<file path="config.mk">
export PLATFORM = sky130hd
export DESIGN_NAME = boot_jump_gen
export DESIGN_NICKNAME = d
export VERILOG_FILES = /design/src/rtl/boot_pkg.sv /design/src/rtl/sync2.sv /design/src/rtl/boot_jump_gen.sv
export SDC_FILE = /design/constraint.sdc
export NUM_CORES = 1
export LEC_CHECK = 0
export ABC_AREA = 1
export BUFFER_PORTS_ARGS = -buffer_cell sky130_fd_sc_hd__buf_4
export CORE_MARGIN = 4
export CORE_UTILIZATION = 47
export CTS_CLUSTER_DIAMETER = 120
export DETAILED_ROUTE_END_ITERATION = 16
export GPL_ROUTABILITY_DRIVEN = 0
export PLACE_DENSITY = 0.91
export RECOVER_POWER = 25
export SLEW_MARGIN = 20
export SYNTH_ARGS = -nofsm -noshare
export SYNTH_HDL_FRONTEND = slang
export SYNTH_SLANG_ARGS = --single-unit
</file>
<file path="constraint.sdc">
create_clock -name pll0_250MHz -period 2.75 [get_ports pll0_250MHz]
set_input_delay 0.275 -clock pll0_250MHz [delete_from_list [all_inputs] [get_ports pll0_250MHz]]
set_output_delay 0.275 -clock pll0_250MHz [all_outputs]
set_load 0.01 [all_outputs]
</file>
<file path="src/rtl/boot_pkg.sv">
// boot_pkg: shared definitions for the reset-time jump-vector generator.
//   boot_state_t : jam sequence states (opcode, low address, high address, done)
//   JP_OPCODE    : Z80 unconditional jump opcode forced onto the data bus
//   VECT_SEL0..3 : selectable boot targets used when BOOT_VECT_SW_EN is defined
//   boot_vect()  : maps the two sense-switch bits to a jump target
package boot_pkg;

  typedef enum logic [1:0] {
    OPC  = 2'd0,
    LADR = 2'd1,
    HADR = 2'd2,
    DONE = 2'd3
  } boot_state_t;

  localparam logic [7:0]  JP_OPCODE = 8'hC3;

  localparam logic [15:0] VECT_SEL0 = 16'hF000;
  localparam logic [15:0] VECT_SEL1 = 16'hE000;
  localparam logic [15:0] VECT_SEL2 = 16'hD000;
  localparam logic [15:0] VECT_SEL3 = 16'h0000;

  // Selection 00 uses the instance's own default target, so an override of
  // RST_ADDR on the top still applies when the switches are left at zero.
  function automatic logic [15:0] boot_vect(input logic [1:0]  sel,
                                            input logic [15:0] rst_addr);
    logic [15:0] v;
    v = rst_addr;
    case (sel)
      2'b00:   v = rst_addr;
      2'b01:   v = VECT_SEL1;
      2'b10:   v = VECT_SEL2;
      default: v = VECT_SEL3;
    endcase
    return v;
  endfunction

endpackage

</file>
<file path="src/rtl/sync2.sv">
// sync2: generic two-flop synchroniser for a single asynchronous input.
//   clk   : destination clock
//   rst_n : asynchronous active-low reset; both flops load RESET_VAL
//   d     : asynchronous input
//   q     : synchronised output, two clocks behind d
module sync2 #(
  parameter logic RESET_VAL = 1'b1
) (
  input  logic clk,
  input  logic rst_n,
  input  logic d,
  output logic q
);

  logic meta;

  always_ff @(posedge clk or negedge rst_n) begin
    if (!rst_n) begin
      meta <= RESET_VAL;
      q    <= RESET_VAL;
    end else begin
      meta <= d;
      q    <= meta;
    end
  end

endmodule

</file>
<file path="src/rtl/boot_jump_gen.sv">
// boot_jump_gen: after reset, jams "JP rstAdr" into the Z80 by steering the
// CPU data-input mux during the first three memory reads, then goes
// transparent until the next reset or rearm.
//   pll0_250MHz : system clock (rising edge)
//   n_reset     : asynchronous active-low reset
//   z80_mreq_n  : Z80 MREQ, active low, asynchronous
//   z80_rd_n    : Z80 RD, active low, asynchronous
//   rearm       : one-cycle pulse restarting the jam sequence
//   bootSel     : sense-switch target select (only with BOOT_VECT_SW_EN)
//   reset_cs    : high while the jump sequence is still pending
//   c3En_cs     : opcode (0xC3) select
//   ladrEn_cs   : low address byte select
//   hadrEn_cs   : high address byte select
//   rstAdr      : jump target in force
//   bootDone    : jump has been delivered
// Build option: define BOOT_VECT_SW_EN to choose the target from bootSel,
// sampled on every entry to OPC; otherwise rstAdr is fixed at RST_ADDR.
module boot_jump_gen
  import boot_pkg::*;
#(
  parameter logic [15:0] RST_ADDR = VECT_SEL0
) (
  input  logic        pll0_250MHz,
  input  logic        n_reset,
  input  logic        z80_mreq_n,
  input  logic        z80_rd_n,
  input  logic        rearm,
  input  logic [1:0]  bootSel,
  output logic        reset_cs,
  output logic        c3En_cs,
  output logic        ladrEn_cs,
  output logic        hadrEn_cs,
  output logic [15:0] rstAdr,
  output logic        bootDone
);

  logic        mreq_s;
  logic        rd_s;
  logic        mem_rd;
  logic        mem_rd_q;
  logic        rd_end;
  logic        armed;
  logic [1:0]  settle;
  boot_state_t state;
  boot_state_t state_nxt;
  logic        c3_nxt;
  logic        ladr_nxt;
  logic        hadr_nxt;
  logic        sel_rd;

  sync2 #(.RESET_VAL(1'b1)) u_sync_mreq (
    .clk   (pll0_250MHz),
    .rst_n (n_reset),
    .d     (z80_mreq_n),
    .q     (mreq_s)
  );

  sync2 #(.RESET_VAL(1'b1)) u_sync_rd (
    .clk   (pll0_250MHz),
    .rst_n (n_reset),
    .d     (z80_rd_n),
    .q     (rd_s)
  );

  assign mem_rd = !mreq_s && !rd_s;
  assign rd_end = armed && mem_rd_q && !mem_rd;
  assign sel_rd = armed && mem_rd;

  // The synchronisers come out of reset reading "idle" for two clocks even if
  // a read is already under way, so settle blocks arming until they carry
  // real samples. Otherwise a read in progress at reset release would be
  // mistaken for a fresh one.
  always_ff @(posedge pll0_250MHz or negedge n_reset) begin
    if (!n_reset) begin
      settle   <= 2'b00;
      mem_rd_q <= 1'b0;
      armed    <= 1'b0;
    end else begin
      settle   <= {settle[0], 1'b1};
      mem_rd_q <= mem_rd;
      if (rearm)
        armed <= 1'b0;
      else if (settle[1] && !mem_rd)
        armed <= 1'b1;
    end
  end

  always_ff @(posedge pll0_250MHz or negedge n_reset) begin
    if (!n_reset)
      state <= OPC;
    else
      state <= state_nxt;
  end

  always_comb begin
    state_nxt = state;
    c3_nxt    = 1'b0;
    ladr_nxt  = 1'b0;
    hadr_nxt  = 1'b0;
    if (rearm) begin
      state_nxt = OPC;
    end else begin
      case (state)
        OPC: begin
          c3_nxt = sel_rd;
          if (rd_end) state_nxt = LADR;
        end
        LADR: begin
          ladr_nxt = sel_rd;
          if (rd_end) state_nxt = HADR;
        end
        HADR: begin
          hadr_nxt = sel_rd;
          if (rd_end) state_nxt = DONE;
        end
        default: state_nxt = DONE;
      endcase
    end
  end

  // Status flags follow the next state so they change on the same edge as
  // the state register.
  always_ff @(posedge pll0_250MHz or negedge n_reset) begin
    if (!n_reset) begin
      c3En_cs   <= 1'b0;
      ladrEn_cs <= 1'b0;
      hadrEn_cs <= 1'b0;
      reset_cs  <= 1'b1;
      bootDone  <= 1'b0;
    end else begin
      c3En_cs   <= c3_nxt;
      ladrEn_cs <= ladr_nxt;
      hadrEn_cs <= hadr_nxt;
      reset_cs  <= (state_nxt != DONE);
      bootDone  <= (state_nxt == DONE);
    end
  end

`ifdef BOOT_VECT_SW_EN
  // load_pend captures the switches on the first clock after reset release.
  logic load_pend;

  always_ff @(posedge pll0_250MHz or negedge n_reset) begin
    if (!n_reset) begin
      load_pend <= 1'b1;
      rstAdr    <= RST_ADDR;
    end else begin
      load_pend <= 1'b0;
      if (load_pend || rearm)
        rstAdr <= boot_vect(bootSel, RST_ADDR);
    end
  end
`else
  logic [1:0] unused_boot_sel;

  assign unused_boot_sel = bootSel;
  assign rstAdr          = RST_ADDR;
`endif

endmodule

</file>
==> metrics.cfg, run 1 <==
[clock_network]
h-tree-depth = 1
numCtsBuffers = 3
postCtsSetupBuffers = 0
cts_tree = done
clk_latency_ns = 0.28
clkSinkCount = 15
cts.clk_slew.worst_paths_ns = 0.08
clockBufferDepth = 2
root_buffer = clkbuf_4

[setup_path]
critPathBufInv = 1
crit_chain = buf_4
r2r_slack_ns = 1.74
crit_type = register to primary output
critPathRequiredTime_ns = 2.48
endpoint_kind = primary output
crit_slowest_cell = dfstp_2
cp.arrival_ns = 0.91
crit_family = flip-flops
slowest_delay_ns = 0.52
cp_max_fo = 1
startpoint_type = register

[finish]
final_nets = 80
fillers = 108
layout_commonest_cell = conb_1
layout-drive-gt1-share_pct = 27.8
final_area_um2 = 677
diodes = 0
area_delta_synth_final_pct = 8.63
layout_common_cells = conb_1 (17), dfrtp_1 (10), inv_1 (6), nor2_1 (6), buf_4 (6)

[synth]
synth_area_um2 = 623
synth_cell_types = 12
synth-seq-cells = 15
ys_warn_count = 0
syn_inst = 59
avgSynthCellArea_um2 = 10.6
yosysSeqAreaShare_pct = 61.2

[global_routing]
grt_remaining_overflow = 0
antenna_found_initial = 0
grt_pass1_vias = 328
grt_pass1_wl_mm = 1.29
grt_max_degree = 16
grt_util_all_layers_pct = 9.38

[drt]
drt_iter0_drc = 1
drt_pass1_iterations = 2
via_per_inst = 3.98
drc = 0
wl_um = 819
via_count = 342
ant_nets = 0
wl_per_cell_um = 9.52

[job]
maxCapViolCount = 0

[placed_design]
place_area_um2 = 644
dp_hpwl_um = 662
portBuffers = 9

[die]
floorplan.initialDensity_pct = 53.2
coreArea_mm2 = 0.00117
die-area_mm2 = 0.00197
ioPinCount = 28
die_y_um = 44.4
die_w_um = 44.4
row_count = 12

[timing]
finClkSkew_ns = 0.00496
final.period_utilization_pct = 42.9
final_hold_viol_count = 0
worst_pin_slew_ns = 0.751
drv_slew = 0
setup_viol = 0
grt_setup_unrepaired = no
setup_tns_ns = 0
hold_slack_ns = 0.105
layout_min_cycle_time_ns = 1.18
fmax_mhz = 847
max_slew_margin_pct = 49.9

[pwr]
peakVddDrop_mv = 0.377
power-per-cell-area_mw_per_mm2 = 563
power.leakage_nw = 0.363
p_total_uw = 381

[run_status]
status = finished, final reports clean

[worst_hold_path]
hold_path.class = primary input to register

[cells in the mapped netlist]
cell / count / share of area [%]
buf_4: 16 / 19
nor2_2: 1 / 1.0
a21oi_1: 2 / 1.6
nand3_1: 2 / 1.6
inv_1: 6 / 3.6
dfstp_2: 5 / 21
nand2_1: 5 / 3.0
nor3_1: 1 / 0.80
nand2_2: 3 / 3.0
dfrtp_1: 10 / 40
nor2_1: 6 / 3.6
conb_1: 2 / 1.2
[state kept, by name (all words and copies together), names as in the netlist]
register	flops
settle	2
state	2
armed	1
bootDone	1
c3En_cs	1
hadrEn_cs	1
ladrEn_cs	1
mem_rd_q	1
reset_cs	1
u_sync_mreq.meta	1
u_sync_mreq.q	1
u_sync_rd.meta	1
u_sync_rd.q	1
[per-layer routing]
| layer | track usage (%) | wire length [µm] | vias to the layer above |
|---|---|---|---|
| li1 | - | - | 170 |
| met1 | 10.7 | 301 | 147 |
| met2 | 14.8 | 401 | 21 |
| met3 | 3.66 | 99 | 4 |
| met4 | 5.42 | 17 | 0 |
| met5 | 0 | 0 | - |
[report_power, final]
part | total (mW) | leakage, nW | switching [mW] | internal [mW]
Clock | 0.119 | 0.0150 | 0.0632 | 0.0562
Sequential | 0.234 | 0.185 | 0.00354 | 0.230
Combinational | 0.0282 | 0.163 | 0.0211 | 0.00718
[kinds of logic (layout without fill, tap and decap cells)]
group,count (synthesis),in the layout,share of synthesized area (%)
buf+inv,22,20,22.9
simple gates,18,18,13.1
flops,15,15,61.2
other cells,2,17,1.21
compound gates,2,2,1.61
[layout make-up]
| cell class | count | area [µm²] | area share (%) |
|---|---|---|---|
| sequential | 15 | 382 | 56.4 |
| multi-input combinational | 37 | 155 | 22.9 |
| timing repair buffer | 10 | 73.8 | 10.9 |
| clock buffer | 4 | 26.3 | 3.88 |
| inverter | 6 | 22.5 | 3.33 |
| tap | 14 | 17.5 | 2.59 |
[timing repair]
action,in CTS,in global routing
resized for setup,0,0
hold buffers,1,0
endpoints found under the hold margin,10,0
setup endpoints to repair,0,0
[worst paths after layout]
| kind | from | endpoint | depth (start not counted) |
|---|---|---|---|
| max | reset_cs$_DFF_PN1_ | reset_cs | 1 |
| min | z80_mreq_n | u_sync_mreq.meta$_DFF_PN1_ | 1 |
| max reg2reg | u_sync_rd.q$_DFF_PN1_ | bootDone$_DFF_PN0_ | 6 |
| min reg2reg | u_sync_rd.meta$_DFF_PN1_ | u_sync_rd.q$_DFF_PN1_ | 0 |
| max in group asynchronous | n_reset | armed$_DFFE_PN0P_ | 2 |
| min in group asynchronous | n_reset | state[0]$_DFF_PN0_ | 2 |
[metrics by stage]
step / util (%) / setup WS (ns) / cells
2_1_floorplan: - / 1.82 / 74
3_3_place_gp: 55.0 / 1.77 / 81
3_5_place_dp: 55.0 / 1.74 / 81
4_1_cts: 58.1 / 1.56 / 86
5_1_grt: 57.8 / 1.53 / 86
6_report: 57.8 / 1.57 / 86
Note: power is estimated with default switching activity, not from simulation.
==> run 2: changes to the inputs <==
--- a/config.mk
+++ b/config.mk
@@ -8,11 +8,11 @@
 export ABC_AREA = 1
 export BUFFER_PORTS_ARGS = -buffer_cell sky130_fd_sc_hd__buf_4
 export CORE_MARGIN = 4
-export CORE_UTILIZATION = 47
+export CORE_UTILIZATION = 39
 export CTS_CLUSTER_DIAMETER = 120
 export DETAILED_ROUTE_END_ITERATION = 16
 export GPL_ROUTABILITY_DRIVEN = 0
-export PLACE_DENSITY = 0.91
+export PLACE_DENSITY = 0.82
 export RECOVER_POWER = 25
 export SLEW_MARGIN = 20
 export SYNTH_ARGS = -nofsm -noshare
==> constraint.sdc (replaced) <==
create_clock -name pll0_250MHz -period 1 [get_ports pll0_250MHz]
set_input_delay 0.1 -clock pll0_250MHz [delete_from_list [all_inputs] [get_ports pll0_250MHz]]
set_output_delay 0.1 -clock pll0_250MHz [all_outputs]
set_load 0.01 [all_outputs]
==> metrics.cfg, run 2 (same netlist as run 1, synthesis figures left out) <==
[run_status]
status = complete, but fails checks
violations = setup timing

[setup_path]
slowest_delay_ns = 0.54
endpoint_kind = register
path_depth = 6
crit_family = flip-flops
worst_r2r_endpoint = state[0]$_DFF_PN0_
cpMostUsedCell = nand2_2
reg2regPathDepth = 6
worstReg2RegStart = u_sync_rd.q$_DFF_PN1_
cp-startpoint = u_sync_rd.q$_DFF_PN1_
cp.arrival_ns = 1.22
startpoint_type = register
crit_type = register to register
crit_slowest_cell = dfstp_2
critPathRequiredTime_ns = 1.21
critPathBufInv = 1
crit_end = state[0]$_DFF_PN0_
r2r_slack_ns = -0.008
crit_chain = inv_2, nand2_2, nand2_2, nand2_2, nand2_2, nor2_1
cp_max_fo = 3

[finish]
layout_common_cells = conb_1 (17), dfrtp_1 (10), buf_4 (9)
layout_commonest_cell = conb_1
diodes = 0
top_regs = settle (2), state (2)
final_nets = 85
layout-drive-gt1-share_pct = 36.4
fin_util_pct = 48.8
area_delta_synth_final_pct = 18.1
final_area_um2 = 736

[timing]
fin_ws_ns = -0.00776
finClkSkew_ns = 0.00587
drv_slew = 0
fmax_mhz = 992
hold_slack_ns = 0.257
setup_viol = 1
grt_setup_unrepaired = yes
layout_min_cycle_time_ns = 1.01
final.period_utilization_pct = 101
final_hold_viol_count = 0

[global_routing]
grt_util_all_layers_pct = 9.08
grt_pass1_vias = 331
antenna_found_initial = 0
grt_pass1_wl_mm = 1.33
grt_max_degree = 16
grt_remaining_overflow = 0

[pwr]
power-per-cell-area_mw_per_mm2 = 1440
peakVddDrop_mv = 1.03
power.leakage_nw = 0.390

[die]
ioPinCount = 28
floorplan.initialDensity_pct = 41.4
coreArea_mm2 = 0.00151
die-area_mm2 = 0.00230
row_count = 14
die_y_um = 48.0
die_w_um = 48.0

[clock_network]
cts_tree = done
numCtsBuffers = 3
root_buffer = clkbuf_4
clockBufferDepth = 2
clkSinkCount = 15
clk_latency_ns = 0.28
cts.clk_slew.worst_paths_ns = 0.08
h-tree-depth = 1

[drt]
drt_pass1_iterations = 2
wl_um = 804
via_per_inst = 3.99
via_count = 371
drc = 0
ant_nets = 0
wl_per_cell_um = 8.65
drt_iter0_drc = 6

[job]
maxCapViolCount = 0

[placed_design]
portBuffers = 9
place_area_um2 = 647
dp_hpwl_um = 613

[worst_hold_path]
hold_path.class = primary input to asynchronous set/reset pin

run 2: changes by cell type in the layout (fill, tap and decap cells not counted), sizes merged:
cell	previous run	this run
dlygate4sd3	1	4
clkbuf	7	4
buf	6	10
clkinv	0	1
run 2: how the worst min path moves through the flow:
| stage | startpoint | to | slack (ns) | cells past startpoint |
|---|---|---|---|---|
| floorplan | n_reset | armed$_DFFE_PN0P_ | -0.20 | 0 |
| global placement | n_reset | bootDone$_DFF_PN0_ | -0.05 | 1 |
| detailed placement | n_reset | bootDone$_DFF_PN0_ | -0.04 | 1 |
| CTS | n_reset | bootDone$_DFF_PN0_ | 0.18 | 2 |
| global route | n_reset | state[1]$_DFF_PN0_ | 0.28 | 2 |
| finish | n_reset | state[1]$_DFF_PN0_ | 0.26 | 2 |
run 2: timing repair:
action                     4_1_cts  5_1_grt
pin swaps                        2        2
setup endpoints to repair        3        6
hold endpoints to repair        18        0
hold buffers                     4        0
buffers inserted                 2        0
resized for setup                5        0
run 2: final cells by class:
| type | count | area (µm²) |
|---|---|---|
| tap | 16 | 20.0 |
| clock buffer | 3 | 22.5 |
| fill | 147 | 771 |
| multi-input combinational | 37 | 160 |
| timing repair buffer | 15 | 124 |
| sequential | 15 | 382 |
| clock inverter | 1 | 5.00 |
| inverter | 6 | 22.5 |
run 2: metrics by stage:
| step | power [mW] | setup WS (ns) | std cells | TNS (ns) |
|---|---|---|---|---|
| 2_1_floorplan | 0.745 | 0.0748 | 74 | 0 |
| 3_3_place_gp | 0.725 | 0.0173 | 83 | 0 |
| 3_5_place_dp | 0.729 | -0.0337 | 83 | -0.0337 |
| 4_1_cts | 1.09 | -0.0278 | 93 | -0.0322 |
| 5_1_grt | 1.14 | -0.0490 | 93 | -0.229 |
| 6_report | 1.06 | -0.00776 | 93 | -0.00776 |
run 2: per-layer routing:
layer / routed length, µm / part of all wire, % / global-route usage (%)
met3: 106 / 13 / 6.77
met1: 283 / 35 / 9.32
met5: 0 / 0 / 0
met2: 413 / 51 / 14.2
met4: 0 / 0 / 3.23
run 2: power breakdown:
part           internal [mW]  switching (mW)  total (mW)
sequential             0.633         0.00917       0.642
combinational         0.0336          0.0616      0.0952
clock                  0.148           0.174       0.322
==> run 3: changes to the inputs <==
--- a/config.mk
+++ b/config.mk
@@ -12,7 +12,8 @@
 export CTS_CLUSTER_DIAMETER = 120
 export DETAILED_ROUTE_END_ITERATION = 16
 export GPL_ROUTABILITY_DRIVEN = 0
-export PLACE_DENSITY = 0.82
+export HOLD_SLACK_MARGIN = 0.1
+export PLACE_DENSITY = 0.77
 export RECOVER_POWER = 25
 export SLEW_MARGIN = 20
 export SYNTH_ARGS = -nofsm -noshare
==> metrics.cfg, run 3 (same netlist as run 1, synthesis figures left out) <==
[run_status]
status = complete, but fails checks
violations = setup timing

[setup_path]
cp.arrival_ns = 0.90
endpoint_kind = primary output
path_depth = 1
worstReg2RegStart = u_sync_rd.q$_DFF_PN1_
cp_max_fo = 1
startpoint_type = register
r2r_slack_ns = -0.003
cp-startpoint = reset_cs$_DFF_PN1_
crit_end = reset_cs
crit_family = flip-flops
critPathRequiredTime_ns = 0.90
worst_r2r_endpoint = bootDone$_DFF_PN0_
crit_type = register to primary output
slowest_delay_ns = 0.53
crit_slowest_cell = dfstp_2
critPathBufInv = 1
reg2regPathDepth = 6
crit_chain = buf_6

[timing]
fin_ws_ns = -0.00254
grt_setup_unrepaired = yes
drv_slew = 0
final_hold_viol_count = 0
finClkSkew_ns = 0.00516
hold_slack_ns = 0.249
final.period_utilization_pct = 100
setup_viol = 2
setup_tns_ns = -0.00455
fmax_mhz = 997
layout_min_cycle_time_ns = 1.00

[clock_network]
root_buffer = clkbuf_4
cts_tree = done
h-tree-depth = 1
clkSinkCount = 15
numCtsBuffers = 3
cts.clk_slew.worst_paths_ns = 0.08
clk_latency_ns = 0.28
clockBufferDepth = 2

[die]
ioPinCount = 28
coreArea_mm2 = 0.00151
die_w_um = 48.0
die_y_um = 48.0
die-area_mm2 = 0.00230
row_count = 14
floorplan.initialDensity_pct = 41.4

[pwr]
power.leakage_nw = 0.388
intPower_uw = 821
peakVddDrop_mv = 1.05
combPwrFrac_pct = 9.0
clkPwrFrac_pct = 31.0
p_seq_share_pct = 60.0
switchingPower_uw = 248
power-per-cell-area_mw_per_mm2 = 1460
p_sw_share_pct = 23.2

[finish]
top_regs = settle (2), state (2)
layout_common_cells = conb_1 (17), dfrtp_1 (10), buf_4 (9)
final_area_um2 = 734
diodes = 0
fillers = 143
layoutNonFillerInstCount = 93
layout_commonest_cell = conb_1
final_nets = 85
layout-drive-gt1-share_pct = 36.4
area_delta_synth_final_pct = 17.9

[drt]
via_count = 387
drc = 0
wl_per_cell_um = 9.37
drt_iter0_drc = 3
ant_nets = 0
via_per_inst = 4.16
wl_um = 871
drt_pass1_iterations = 2

[placed_design]
place_area_um2 = 647
place_ws_ns = -0.0106
place_inst = 83
portBuffers = 9
dp_hpwl_um = 653

[global_routing]
grt_remaining_overflow = 0
grt_pass1_wl_mm = 1.43
grt_util_all_layers_pct = 10.1
antenna_found_initial = 0
grt_max_degree = 16
grt_pass1_vias = 353

[worst_hold_path]
hold_path.class = primary input to asynchronous set/reset pin

[job]
maxCapViolCount = 0

-- run 3: cell types whose count changed in the layout (fill, tap and decap cells not counted) --
cell / delta
clkbuf_1: +1
inv_2: +1
inv_1: -1
clkinv_2: -1
-- run 3: worst reg2reg max path, cell delays in order (launching register included) --
cell and delay, ns:
dfstp_2 0.54, inv_2 0.03, nand2_2 0.07, nand2_2 0.07, nand2_2 0.07, nand2_2 0.06
nor2_2 0.09
-- run 3: what timing repair did --
action	CTS	global route
hold buffers	4	0
endpoints found under the setup margin	3	5
resized for setup	5	1
pin swaps	2	1
setup buffers	2	0
hold endpoints to repair	19	0
-- run 3: power groups by stage --
stage | logic (mW) | registers (mW) | clock network, mW
6_report | 0.0966 | 0.642 | 0.331
3_3_place_gp | 0.0738 | 0.652 | 0
4_1_cts | 0.0965 | 0.642 | 0.342
2_1_floorplan | 0.0934 | 0.652 | 0
5_1_grt | 0.113 | 0.644 | 0.382
3_5_place_dp | 0.0763 | 0.654 | 0
-- run 3: layout make-up --
class	instances	area [µm²]	area share (%)
multi-input cells	37	160	21.8
inverters	6	22.5	3.07
well taps	16	20.0	2.73
flip-flops and latches	15	382	52.0
repair buffers	15	124	16.9
clock buffers	4	26.3	3.58
-- run 3: through the flow --
step                      power, mW  utilization, %
after floorplan               0.745               -
after global placement        0.726            42.9
after detailed placement      0.730            42.9
after CTS                      1.08            48.9
after global routing           1.14            48.8
final                          1.07            48.8
-- run 3: per-layer routing --
layer | share of wire, % | global-route usage (%) | vias up
met4 | 2.3 | 6.45 | 0
met1 | 33 | 10.2 | 181
met2 | 51 | 15.3 | 21
met3 | 13 | 6.77 | 4
met5 | 0 | 0 | -
li1 | - | - | 181
-- run 3: how the worst min path moves through the flow --
stage / start / to / slack, ns / cells after the start
finish: n_reset / state[0]$_DFF_PN0_ / 0.25 / 2
global route: n_reset / state[0]$_DFF_PN0_ / 0.28 / 2
CTS: n_reset / state[0]$_DFF_PN0_ / 0.19 / 2
detailed placement: n_reset / bootDone$_DFF_PN0_ / -0.04 / 1
global placement: n_reset / bootDone$_DFF_PN0_ / -0.04 / 1
floorplan: n_reset / armed$_DFFE_PN0P_ / -0.20 / 0
